## config.mk

```make
export PLATFORM = sky130hd
export DESIGN_NAME = syscall_ctrl_flat
export DESIGN_NICKNAME = d
export VERILOG_FILES = /design/src/rtl/mips_pkg.sv /design/src/rtl/syscall_ctrl_if.sv /design/src/rtl/syscall_ctrl.sv /design/src/flat_wrapper.sv
export SDC_FILE = /design/constraint.sdc
export NUM_CORES = 1
export LEC_CHECK = 0
export CORE_MARGIN = 8
export CORE_UTILIZATION = 54
export DETAILED_ROUTE_END_ITERATION = 10
export PLACE_DENSITY = 0.91
export SYNTH_ARGS = -nofsm -noshare
export SYNTH_HDL_FRONTEND = slang
export SYNTH_SLANG_ARGS = --single-unit
```

## constraint.sdc

```tcl
create_clock -name clk -period 4.4 [get_ports clk]
set_input_delay 0.44 -clock clk [delete_from_list [all_inputs] [get_ports clk]]
set_output_delay 0.44 -clock clk [all_outputs]
set_load 0.01 [all_outputs]
```

## src/rtl/mips_pkg.sv

```systemverilog
// Shared definitions for the MIPS core's decode-side syscall sequencer:
// syscall codes, console item types, sequencer states and a byte-lane helper.
package mips_pkg;

  localparam logic [31:0] SYS_PRINT_INT = 32'd1;
  localparam logic [31:0] SYS_PRINT_STR = 32'd4;
  localparam logic [31:0] SYS_EXIT      = 32'd10;

  localparam logic [1:0]  CON_CHAR      = 2'd0;
  localparam logic [1:0]  CON_INT       = 2'd1;
  localparam logic [31:0] CON_NEWLINE   = 32'h0000_000A;

  typedef enum logic [2:0] {
    ST_IDLE,
    ST_INT,
    ST_FETCH,
    ST_WAIT,
    ST_EMIT,
    ST_NL,
    ST_DONE,
    ST_HALT
  } sys_state_t;

  // Little-endian byte lane: lane 0 is bits [7:0].
  function automatic logic [7:0] get_byte(input logic [31:0] word, input logic [1:0] idx);
    case (idx)
      2'd0:    return word[7:0];
      2'd1:    return word[15:8];
      2'd2:    return word[23:16];
      default: return word[31:24];
    endcase
  endfunction

endpackage

```

## src/rtl/syscall_ctrl_if.sv

```systemverilog
// Decode-stage syscall operands, memory read port and console stream of the
// syscall sequencer; master is the sequencer, slave is the core/console side.
interface syscall_ctrl_if;
  import mips_pkg::*;

  logic        sys;
  logic [31:0] regv;
  logic [31:0] rega;
  logic        stall;
  logic        mem_rd;
  logic [29:0] mem_addr;
  logic [31:0] mem_data;
  logic        con_valid;
  logic        con_ready;
  logic [1:0]  con_type;
  logic [31:0] con_data;
  logic        halt;

  modport master (
    input  sys, regv, rega, mem_data, con_ready,
    output stall, mem_rd, mem_addr, con_valid, con_type, con_data, halt
  );

  modport slave (
    output sys, regv, rega, mem_data, con_ready,
    input  stall, mem_rd, mem_addr, con_valid, con_type, con_data, halt
  );

endinterface

```

## src/rtl/syscall_ctrl.sv

```systemverilog
// Syscall sequencer: stalls decode on a syscall, services print-int,
// print-string (via the memory read port) and exit, then releases or halts.
module syscall_ctrl
  import mips_pkg::*;
#(
  parameter int MAX_WORDS = 256
) (
  input  logic          clk,
  input  logic          reset,
  syscall_ctrl_if.master bus
);

  localparam int WW = $clog2(MAX_WORDS + 1);
  typedef logic [WW-1:0] widx_t;
  localparam widx_t LAST_WIDX = widx_t'(MAX_WORDS - 1);

  sys_state_t  state;
  logic [29:0] loc;
  widx_t       widx;
  logic [1:0]  bidx;
  logic [31:0] word;

  logic        mem_rd_q;
  logic [29:0] mem_addr_q;
  logic        con_valid_q;
  logic [1:0]  con_type_q;
  logic [31:0] con_data_q;
  logic        halt_q;

  logic [7:0]  first_byte;
  logic [7:0]  next_byte;

  assign first_byte = get_byte(bus.mem_data, 2'd0);
  assign next_byte  = get_byte(word, bidx + 2'd1);

  // In IDLE the stall must react in the same cycle the syscall reaches decode.
  assign bus.stall     = (state == ST_IDLE) ? bus.sys : (state != ST_DONE);
  assign bus.mem_rd    = mem_rd_q;
  assign bus.mem_addr  = mem_addr_q;
  assign bus.con_valid = con_valid_q;
  assign bus.con_type  = con_type_q;
  assign bus.con_data  = con_data_q;
  assign bus.halt      = halt_q;

  // Console outputs are loaded for the state being entered, so a NUL byte is
  // detected one step ahead and never occupies an EMIT cycle of its own.
  always_ff @(posedge clk) begin
    // NOTE: synchronous reset lives inside the clocked block and every state
    // update uses non-blocking assignment so all registers see pre-edge values.
    if (reset) begin
      state       <= ST_IDLE;
      loc         <= '0;
      widx        <= '0;
      bidx        <= '0;
      word        <= '0;
      mem_rd_q    <= 1'b0;
      mem_addr_q  <= '0;
      con_valid_q <= 1'b0;
      con_type_q  <= CON_CHAR;
      con_data_q  <= '0;
      halt_q      <= 1'b0;
    end else begin
      case (state)
        ST_IDLE: begin
          if (bus.sys) begin
            loc  <= bus.rega[29:0];
            widx <= '0;
            bidx <= '0;
            case (bus.regv)
              SYS_PRINT_INT: begin
                state       <= ST_INT;
                con_valid_q <= 1'b1;
                con_type_q  <= CON_INT;
                con_data_q  <= bus.rega;
              end
              SYS_PRINT_STR: begin
                state      <= ST_FETCH;
                mem_rd_q   <= 1'b1;
                mem_addr_q <= bus.rega[29:0];
              end
              SYS_EXIT: begin
                state  <= ST_HALT;
                halt_q <= 1'b1;
              end
              default: state <= ST_DONE;
            endcase
          end
        end

        ST_INT: begin
          if (bus.con_ready) begin
            state      <= ST_NL;
            con_type_q <= CON_CHAR;
            con_data_q <= CON_NEWLINE;
          end
        end

        ST_FETCH: begin
          mem_rd_q <= 1'b0;
          state    <= ST_WAIT;
        end

        ST_WAIT: begin
          word        <= bus.mem_data;
          con_valid_q <= 1'b1;
          con_type_q  <= CON_CHAR;
          if (first_byte == 8'h00) begin
            state      <= ST_NL;
            con_data_q <= CON_NEWLINE;
          end else begin
            state      <= ST_EMIT;
            con_data_q <= {24'b0, first_byte};
          end
        end

        ST_EMIT: begin
          if (bus.con_ready) begin
            if (bidx == 2'd3) begin
              bidx <= 2'd0;
              widx <= widx + widx_t'(1);
              loc  <= loc + 30'd1;
              if (widx == LAST_WIDX) begin
                state      <= ST_NL;
                con_data_q <= CON_NEWLINE;
              end else begin
                state       <= ST_FETCH;
                con_valid_q <= 1'b0;
                mem_rd_q    <= 1'b1;
                mem_addr_q  <= loc + 30'd1;
              end
            end else if (next_byte == 8'h00) begin
              state      <= ST_NL;
              con_data_q <= CON_NEWLINE;
            end else begin
              bidx       <= bidx + 2'd1;
              con_data_q <= {24'b0, next_byte};
            end
          end
        end

        ST_NL: begin
          if (bus.con_ready) begin
            state       <= ST_DONE;
            con_valid_q <= 1'b0;
            con_data_q  <= '0;
          end
        end

        ST_DONE: state <= ST_IDLE;

        ST_HALT: state <= ST_HALT;

        default: state <= ST_IDLE;
      endcase
    end
  end

endmodule

```

## src/flat_wrapper.sv

```systemverilog
// flat-port wrapper written by rule: the top's interface ports become plain ports
module syscall_ctrl_flat import mips_pkg::*;
#(
  parameter int MAX_WORDS = 256
)
  (clk, reset, bus_sys, bus_regv, bus_rega, bus_mem_data, bus_con_ready, bus_stall, bus_mem_rd, bus_mem_addr, bus_con_valid, bus_con_type, bus_con_data, bus_halt);
  syscall_ctrl_if bus_i ();
  input  logic clk;
  input  logic reset;
  input wire logic [$bits(bus_i.sys)-1:0] bus_sys;
  input wire logic [$bits(bus_i.regv)-1:0] bus_regv;
  input wire logic [$bits(bus_i.rega)-1:0] bus_rega;
  input wire logic [$bits(bus_i.mem_data)-1:0] bus_mem_data;
  input wire logic [$bits(bus_i.con_ready)-1:0] bus_con_ready;
  output wire logic [$bits(bus_i.stall)-1:0] bus_stall;
  output wire logic [$bits(bus_i.mem_rd)-1:0] bus_mem_rd;
  output wire logic [$bits(bus_i.mem_addr)-1:0] bus_mem_addr;
  output wire logic [$bits(bus_i.con_valid)-1:0] bus_con_valid;
  output wire logic [$bits(bus_i.con_type)-1:0] bus_con_type;
  output wire logic [$bits(bus_i.con_data)-1:0] bus_con_data;
  output wire logic [$bits(bus_i.halt)-1:0] bus_halt;
  assign bus_i.sys = bus_sys;
  assign bus_i.regv = bus_regv;
  assign bus_i.rega = bus_rega;
  assign bus_i.mem_data = bus_mem_data;
  assign bus_i.con_ready = bus_con_ready;
  assign bus_stall = bus_i.stall;
  assign bus_mem_rd = bus_i.mem_rd;
  assign bus_mem_addr = bus_i.mem_addr;
  assign bus_con_valid = bus_i.con_valid;
  assign bus_con_type = bus_i.con_type;
  assign bus_con_data = bus_i.con_data;
  assign bus_halt = bus_i.halt;
  syscall_ctrl #(.MAX_WORDS(MAX_WORDS)) u_core (.clk(clk), .reset(reset), .bus(bus_i));
endmodule
```

==> results of run 1 <==
logic make-up (layout without fill, tap and decap cells):
family	Yosys count	in the layout
mux	10	10
other cells	1	1
fa+ha+maj	8	8
simple gates	404	404
xor+xnor	32	32
buf+inv	76	216
compound gates	230	230
flops	142	142
worst paths after layout:
check                                                     startpoint                              endpoint  slack, ps  cells after the start
worst max-delay path                     u_core.widx[0]$_SDFFE_PP0P_  u_core.bus.con_data[27]$_SDFFE_PP0P_       1270                     12
worst min register to register  u_core.bus.mem_addr[21]$_SDFFE_PP0P_  u_core.bus.mem_addr[21]$_SDFFE_PP0P_        450                      2
worst max register to register           u_core.widx[0]$_SDFFE_PP0P_  u_core.bus.con_data[27]$_SDFFE_PP0P_       1270                     12
worst min-delay path            u_core.bus.mem_addr[21]$_SDFFE_PP0P_  u_core.bus.mem_addr[21]$_SDFFE_PP0P_        450                      2
final cells by class:
cell class                      instances  area [sq um]  share of cell area [%]
Tap cell                              172         215.2                   2.296
Timing Repair Buffer                  176          1759                   18.77
Inverter                                8         30.03                  0.3203
Sequential cell                       142          2843                   30.33
Clock inverter                         13         187.7                   2.002
Multi-Input combinational cell        685          3896                   41.56
Clock buffer                           19         442.9                   4.725
layer usage:
layer	up-vias	wire length [microns]	global-route usage, %
met5	-	0	0
met4	0	565	10.31
met3	49	2297	6.610
met2	408	10790	43.51
met1	3396	8613	30.44
li1	3409	-	-
registers in the layout (all words and copies together), names as in the netlist:
name and cells:
u_core.word 32, u_core.bus.con_valid 1, u_core.widx 9, u_core.bus.con_type 1, u_core.bus.mem_addr 30, u_core.bus.con_data 32
u_core.state 3, u_core.bus.mem_rd 1, u_core.bus.halt 1, u_core.loc 30, u_core.bidx 2
cells in the mapped netlist, drive strengths merged, types with 7 or more instances:
| library cell | count |
|---|---|
| nand4 | 17 |
| a21oi | 106 |
| nor4 | 12 |
| nor2 | 59 |
| inv | 8 |
| a211oi | 10 |
| a211o | 18 |
| xor2 | 18 |
| clkbuf | 49 |
| buf | 19 |
| a22oi | 7 |
| nand2b | 30 |
| mux2i | 9 |
| nand2 | 173 |
| and2 | 7 |
| o21ai | 49 |
| nand3b | 9 |
| nor2b | 16 |
| ha | 8 |
| dfxtp | 142 |
| xnor2 | 14 |
| nor3 | 14 |
| a221oi | 8 |
| nand3 | 41 |
critical path, stage by stage, from the launching register on:
cell       delay, ps
dfxtp_1          370
ha_1             200
nand2_1           60
nor2_1           120
and3_1           170
ha_1             180
nand2b_1         160
a21oi_1           80
or3b_2           510
a2bb2oi_4        670
buf_12           280
nand3_1          110
o21ai_0          110
power by group through the flow:
stage / Clock [mW] / Sequential [mW] / Combinational (mW)
2_1_floorplan: 0 / 1.74 / 1.10
3_3_place_gp: 0 / 1.79 / 1.61
3_5_place_dp: 0 / 1.81 / 1.65
4_1_cts: 1.53 / 1.79 / 1.69
5_1_grt: 1.59 / 1.82 / 1.86
6_report: 1.54 / 1.80 / 1.72
through the flow:
step / instances / util (%) / hold WS, ps
final: 1215 / 73.98 / 448.9
after floorplan: 903 / - / 435.7
after global placement: 1183 / 69.00 / 439.1
after global routing: 1215 / 73.98 / 464.2
after detailed placement: 1183 / 69.00 / 443.8
after CTS: 1215 / 73.98 / 451.6
==> flow_metrics.tcl, run 1 <==
set metrics [dict create \
    maxSlewHeadroom_pct 25.48 \
    cap_violations 0 \
    synth-compound-area-share_pct 19.93 \
    p_sw_share_pct 36.98 \
    synth_mux_area_share_pct 1.439 \
    grt_pass1_vias 6891 \
    wire_per_inst_microns 18.33 \
    cts.path.max_buffers 2 \
    slew_violations 0 \
    wl_microns 22270 \
    dieArea_sq_um 16960 \
    grt_usage_pct 25.70 \
    num-nets-final 1138 \
    viasPerCell 5.977 \
    synth.area.top_cells "dfxtp_1 40%, nand2_1 9.2%, a21oi_1 7.5%" \
    numCtsBuffers 17 \
    synth_fa_ha_area_share_pct 1.421 \
    grt_max_degree 105 \
    synth_top_family_by_area "simple AND/OR/NAND/NOR gates" \
    antenna_found_initial 0 \
    postSynthAreaPerCell_sq_um 7.801 \
    cts_tree "yes" \
    fmax_mhz 319.4 \
    syn_nets 1011 \
    dpl_cell_area_sq_um 8743 \
    synthArstFlopShare_pct 0 \
    drt_iter0_markers 999 \
    fin_skew_ps 6.741 \
    finalHoldViolations 0 \
    fin_area_sq_um 9374 \
    ir_drop_mv 0.2879 \
    dr_total_vias 7262 \
    core_sq_um 12670 \
    yosys_warnings 0 \
    p_leak_nw 3.181 \
    postCtsSetupRepairBufs 0 \
    syn-cell-area_sq_um 7044 \
    rsz0062_at_grt "false" \
    post-route-period-util_pct 71.15 \
    criticalPathCategory "flip-flop to flip-flop" \
    pwr-share-seq_pct 35.6 \
    cp.arrival_ps 3460 \
    dr.pass1.iters 7 \
    ys_ff_latch 142 \
    yosysSeqAreaShare_pct 40.36 \
    final_common_cell "nand2_1" \
    drive_gt1_share_pct 5.561 \
    nFillCells 907 \
    clk_latency_ps 420 \
    synth_area_leader_cell "dfxtp_1" \
    cp_max_fo 40 \
    worstSetupEndpointType "flip-flop" \
    hp-class "flip-flop to flip-flop" \
    critPathRequiredTime_ps 4730 \
    tightest_slew_ps 1115 \
    synth_xor_xnor_area_share_pct 3.979 \
    ys_types 63 \
    pwr-share-comb_pct 34.0 \
    cts.repair.resized 0 \
    cts.sinks 142 \
    die_h_microns 130.2 \
    start_util_pct 55.59 \
    synthSimpleGateAreaFrac_pct 28.38 \
    synth_ff_type "dfxtp_1" \
    antenna_cells 0 \
    clkPwrFrac_pct 30.4 \
    synthDominantCellAreaShare_pct 40.36 \
    gp_congestion 0.8719 \
    syn_inst 903 \
    die_w_microns 130.2 \
    grt.overflow.total 0 \
    num_rows 41 \
    synth_edf_count 0 \
    switchingPower_mw 1.870 \
    pin_count 168 \
    grt_pass1_wl_microns 34780 \
    area_growth_pct 33.07 \
    power_density_nw_per_um2 539.3 \
    portBuffers 166 \
    clock_tree.root_cell "clkbuf_16" \
    timing.setup.tns_ps 0 \
    layout_common_cells "173 x nand2_1, 165 x clkdlybuf4s50_1, 142 x dfxtp_1" \
    place_ws_ps 1358 \
    antenna_left 0 \
    setup_viol 0 \
    worstSetupStartpointType "flip-flop" \
    status "completed" \
    p_int_mw 3.186 \
    fin_ws_ps 1269 \
    route.detailed.drc 0 \
    period_needed_ps 3131 \
    htreeDepth 4 \
    clk_pin_slew_ps 60 \
    power.total_mw 5.056 \
    ctsHoldBuffers 0 \
    hpwl_microns 14870 \
]
Note: power is estimated with default switching activity, not from simulation.
==> run 2, diff against run 1 <==
--- a/config.mk
+++ b/config.mk
@@ -6,9 +6,9 @@
 export NUM_CORES = 1
 export LEC_CHECK = 0
 export CORE_MARGIN = 8
-export CORE_UTILIZATION = 54
+export CORE_UTILIZATION = 50
 export DETAILED_ROUTE_END_ITERATION = 10
-export PLACE_DENSITY = 0.91
+export PLACE_DENSITY = 0.85
 export SYNTH_ARGS = -nofsm -noshare
 export SYNTH_HDL_FRONTEND = slang
 export SYNTH_SLANG_ARGS = --single-unit
==> constraint.sdc (replaced) <==
create_clock -name clk -period 3.15 [get_ports clk]
set_input_delay 0.315 -clock clk [delete_from_list [all_inputs] [get_ports clk]]
set_output_delay 0.315 -clock clk [all_outputs]
set_load 0.01 [all_outputs]
==> flow_metrics.tcl, run 2 (same netlist as run 1, synthesis figures left out) <==
set metrics [dict create \
    switchingPower_mw 2.480 \
    grt_max_degree 94 \
    clk_latency_ps 420 \
    fin_area_sq_um 9414 \
    clk_pin_slew_ps 60 \
    final_common_cell "nand2_1" \
    timing.setup.tns_ps 0 \
    crit_cells 8 \
    antenna_left 0 \
    cts.sinks 142 \
    post-route-period-util_pct 82.77 \
    critPathRequiredTime_ps 3490 \
    status "completed" \
    dr_total_vias 7060 \
    fmax_mhz 383.5 \
    pwr-share-seq_pct 35.5 \
    clock_tree.root_cell "clkbuf_16" \
    crit_buf_inv 1 \
    drt_iter0_markers 928 \
    regArea_sq_um 2843 \
    cts_tree "yes" \
    r2r_end "u_core.state[1]$_SDFFE_PP0P_" \
    antenna_found_initial 0 \
    htreeDepth 4 \
    pwr-share-comb_pct 35.2 \
    wire_per_inst_microns 16.99 \
    r2r-start "u_core.bidx[0]$_SDFFE_PP0P_" \
    die_h_microns 134.7 \
    crit_path_cell_trace "inv_1 > ha_1 > a22oi_1 > a21oi_1 > nor4_1 > and4b_1 > o31ai_1 > nor3b_1" \
    r2r_slack_ps 540 \
    core_sq_um 13830 \
    viasPerCell 5.749 \
    dieArea_sq_um 18140 \
    startpoint "u_core.bidx[0]$_SDFFE_PP0P_" \
    dr.pass1.iters 5 \
    clkPwrFrac_pct 29.3 \
    ctsHoldBuffers 0 \
    pin_count 168 \
    rsz0062_at_grt "false" \
    num_rows 43 \
    p_int_mw 4.457 \
    finalHoldViolations 0 \
    nFillCells 1085 \
    worstSetupEndpointType "flip-flop" \
    hp-class "input pin to flip-flop" \
    ir_drop_mv 0.4665 \
    gp_congestion 0.8955 \
    cts.path.max_buffers 2 \
    area_growth_pct 33.64 \
    postCtsSetupRepairBufs 0 \
    fin_skew_ps 8.928 \
    p_leak_nw 3.211 \
    grt_usage_pct 22.94 \
    tightest_slew_ps 683.8 \
    die_w_microns 134.7 \
    slew_violations 0 \
    period_needed_ps 2607 \
    cap_violations 0 \
    hpwl_microns 14600 \
    reg2reg_depth 8 \
    setup_viol 0 \
    wl_microns 20860 \
    portBuffers 166 \
    multi_input_area_sq_um 3899 \
    route.detailed.drc 0 \
    antenna_cells 0 \
    cp_slowest_stage_delay_ps 530 \
    grt_pass1_vias 6738 \
    start_util_pct 50.95 \
    num-nets-final 1143 \
    critPathCapture "u_core.state[1]$_SDFFE_PP0P_" \
    dpl_cell_area_sq_um 8806 \
    cp_max_fo 8 \
    p_sw_share_pct 35.75 \
    grt.overflow.total 0 \
    worstSetupStartpointType "flip-flop" \
    drive_gt1_share_pct 5.916 \
    cts.repair.resized 0 \
    layout_common_cells "173 x nand2_1, 165 x clkdlybuf4s50_1, 142 x dfxtp_1" \
    cp.arrival_ps 2950 \
    criticalPathCategory "flip-flop to flip-flop" \
    maxSlewHeadroom_pct 54.35 \
    power_density_nw_per_um2 736.9 \
    numCtsBuffers 17 \
    final_util_pct 68.08 \
    grt_pass1_wl_microns 33950 \
    slowest_stage "nor4_1" \
    crit_family "simple AND/OR/NAND/NOR gates" \
]
==> run 2: worst register-to-register path: stages (launching register included) <==
cell and delay [ps]:
dfxtp_1 450, inv_1 110, ha_1 330, a22oi_1 260, a21oi_1 150, nor4_1 530
and4b_1 360, o31ai_1 130, nor3b_1 210
==> run 2: layout make-up <==
cell class	instances	area share (%)
Sequential cell	142	30.20
Tap cell	180	2.392
Timing Repair Buffer	181	19.22
Clock inverter	5	0.7974
Inverter	8	0.3190
Multi-Input combinational cell	685	41.41
Clock buffer	27	5.662
==> run 2: routing by layer <==
layer  share of wire [%]  wire length (microns)  vias up  global-route usage [%]
met1                  42                   8853     3297                   28.36
met2                  47                   9871      292                   36.80
met4                 2.9                    603        0                   11.04
li1                    -                      -     3421                       -
met3                 7.3                   1533       50                   5.423
met5                   0                      0        -                       0
==> run 2: worst min-delay path by stage <==
stage                                              start                                   end  cells past startpoint
finish                                             reset          u_core.bus.halt$_SDFFE_PP0P_                      2
detailed placement   u_core.bus.mem_addr[9]$_SDFFE_PP0P_   u_core.bus.mem_addr[9]$_SDFFE_PP0P_                      2
floorplan                   u_core.word[11]$_SDFFE_PP0P_          u_core.word[11]$_SDFFE_PP0P_                      2
global placement    u_core.bus.mem_addr[23]$_SDFFE_PP0P_  u_core.bus.mem_addr[23]$_SDFFE_PP0P_                      2
global route                                       reset          u_core.bus.halt$_SDFFE_PP0P_                      2
CTS                                                reset          u_core.bus.halt$_SDFFE_PP0P_                      2
==> run 2: metrics by stage <==
| stage | hold slack (ps) | power (mW) | setup WS, ps | std cells |
|---|---|---|---|---|
| 2_1_floorplan | 435.7 | 3.962 | 810.4 | 903 |
| 3_3_place_gp | 440.7 | 4.822 | 694.9 | 1196 |
| 3_5_place_dp | 443.5 | 4.885 | 595.0 | 1196 |
| 4_1_cts | 332.8 | 6.934 | 591.5 | 1228 |
| 5_1_grt | 362.4 | 7.335 | 345.6 | 1228 |
| 6_report | 342.5 | 6.938 | 542.7 | 1228 |
==> run 2: power groups by stage <==
stage	combinational, mW	sequential [mW]	clock (mW)
after floorplan	1.53	2.43	0
after global placement	2.35	2.47	0
after detailed placement	2.40	2.48	0
after CTS	2.43	2.45	2.05
after global routing	2.70	2.51	2.13
final	2.44	2.46	2.03
==> run 3, diff against run 2 <==
==> constraint.sdc (replaced) <==
create_clock -name clk -period 2.51 [get_ports clk]
set_input_delay 0.251 -clock clk [delete_from_list [all_inputs] [get_ports clk]]
set_output_delay 0.251 -clock clk [all_outputs]
set_load 0.01 [all_outputs]
==> flow_metrics.tcl, run 3 (same netlist as run 1, synthesis figures left out) <==
set metrics [dict create \
    status "completed" \
    antenna_cells 0 \
    num-nets-final 1165 \
    wl_microns 21850 \
    clock_tree.root_cell "clkbuf_16" \
    route.detailed.drc 0 \
    clk_pin_slew_ps 60 \
    num_rows 43 \
    ir_drop_mv 0.4674 \
    antenna_found_initial 0 \
    min_to "u_core.bus.mem_addr[29]$_SDFFE_PP0P_" \
    htreeDepth 4 \
    start_util_pct 50.95 \
    grt_usage_pct 23.12 \
    hp-start "reset" \
    period_needed_ps 2404 \
    pin_count 168 \
    numCtsBuffers 17 \
    hold_depth 3 \
    grt_max_degree 96 \
    fin_hold_ws_ps 179.0 \
    cp_max_fo 13 \
    wire_per_inst_microns 17.48 \
    dr_total_vias 7199 \
    fmax_mhz 416.0 \
    hpwl_microns 15130 \
    drt_iter0_markers 728 \
    grt_pass1_wl_microns 34090 \
    dr.pass1.iters 7 \
    reg2reg_depth 13 \
    fin_skew_ps 7.924 \
    cts.sinks 142 \
    rsz0062_at_grt "true" \
    cap_violations 0 \
    r2r_slack_ps 110 \
    worstSetupStartpointType "flip-flop" \
    antenna_left 0 \
    cts_tree "yes" \
    r2r_end "u_core.bus.con_data[31]$_SDFFE_PP0P_" \
    final_cell_count_no_fill 1250 \
    post-route-period-util_pct 95.76 \
    criticalPathCategory "flip-flop to flip-flop" \
    finalHoldViolations 0 \
    core_sq_um 13830 \
    area_growth_pct 36.55 \
    final_common_cell "nand2_1" \
    place_inst 1212 \
    drive_gt1_share_pct 8.505 \
    slew_violations 0 \
    layout_common_cells "173 x nand2_1, 165 x clkdlybuf4s50_1, 140 x dfxtp_1" \
    final_util_pct 69.57 \
    setup_viol 0 \
    gp_congestion 0.8896 \
    die_h_microns 134.7 \
    worstSetupEndpointType "flip-flop" \
    r2r-start "u_core.widx[1]$_SDFFE_PP0P_" \
    cp.arrival_ps 2750 \
    portBuffers 166 \
    tightest_slew_ps 584.6 \
    viasPerCell 5.759 \
    hp-class "input pin to flip-flop" \
    dieArea_sq_um 18140 \
    grt_pass1_vias 6790 \
    p_leak_nw 3.321 \
    grt.overflow.total 0 \
    clk_latency_ps 430 \
    die_w_microns 134.7 \
    power_density_nw_per_um2 916.6 \
    critPathRequiredTime_ps 2860 \
    cts.path.max_buffers 2 \
    maxSlewHeadroom_pct 60.73 \
    nFillCells 1067 \
]
## run 3: changes by cell type in the layout (fill, tap and decap cells not counted), sizes merged
| cell | delta |
|---|---|
| buf | +21 |
| bufinv | -2 |
| clkbuf | +1 |
| clkinv | +1 |
| clkinvlp | +1 |
## run 3: where the power goes
group          switching, mW  internal, mW  total (mW)
sequential             0.429          2.65        3.08
combinational           1.87          1.50        3.37
clock                  0.933          1.44        2.37
total                   3.23          5.59        8.82
## run 3: worst max-delay path by stage
stage | from | to | slack, ps | cells past startpoint
floorplan | u_core.widx[0]$_SDFFE_PP0P_ | u_core.bus.con_data[4]$_SDFFE_PP0P_ | 170 | 12
global placement | u_core.widx[1]$_SDFFE_PP0P_ | u_core.bus.con_data[7]$_SDFFE_PP0P_ | 110 | 12
detailed placement | u_core.widx[1]$_SDFFE_PP0P_ | u_core.bus.con_data[7]$_SDFFE_PP0P_ | -40 | 12
CTS | u_core.widx[1]$_SDFFE_PP0P_ | u_core.bus.con_data[7]$_SDFFE_PP0P_ | 90 | 12
global route | u_core.widx[0]$_SDFFE_PP0P_ | u_core.bus.con_data[7]$_SDFFE_PP0P_ | -40 | 12
finish | u_core.widx[1]$_SDFFE_PP0P_ | u_core.bus.con_data[31]$_SDFFE_PP0P_ | 110 | 13
## run 3: critical path: stages, from the launching register on
cell	delay [ps]
dfxtp_2	340
ha_2	180
nand2_1	60
nor2_1	110
and3_1	170
ha_1	160
nand2b_4	130
a21oi_1	60
or3b_4	400
a2bb2oi_4	230
buf_6	150
clkbuf_16	160
nand3_1	70
o21ai_0	80
## run 3: per-stage QoR
stage	area [sq um]	total power [mW]	setup slack, ps	TNS (ps)
floorplan	7044	4.972	170.4	0
global placement	8964	6.136	110.4	0
detailed placement	8964	6.220	-37.64	-37.64
CTS	9529	8.604	89.36	0
global route	9619	9.308	-37.08	-415.8
finish	9619	8.817	106.3	0
## run 3: timing repair
item / in CTS / in global routing
endpoints found under the setup margin: 1 / 20
buffers inserted: 0 / 4
cloned: 0 / 2
gates resized for setup: 2 / 8
hold buffers: 0 / 0
pin swaps: 1 / 1
## run 3: cell type report
type	instances	area, sq um	share of cell area, %
Clock buffer	27	533.0	5.541
Clock inverter	5	27.53	0.2862
Inverter	8	30.03	0.3122
Multi-Input combinational cell	685	3918	40.73
Sequential cell	142	2845	29.58
Tap cell	180	225.2	2.341
Timing Repair Buffer	203	2041	21.21
## run 3: layer usage
| layer | global-route usage, % | part of all wire, % |
|---|---|---|
| met3 | 7.095 | 7.8 |
| met5 | 0 | 0 |
| met4 | 8.921 | 2.2 |
| met2 | 38.21 | 49 |
| met1 | 27.45 | 41 |
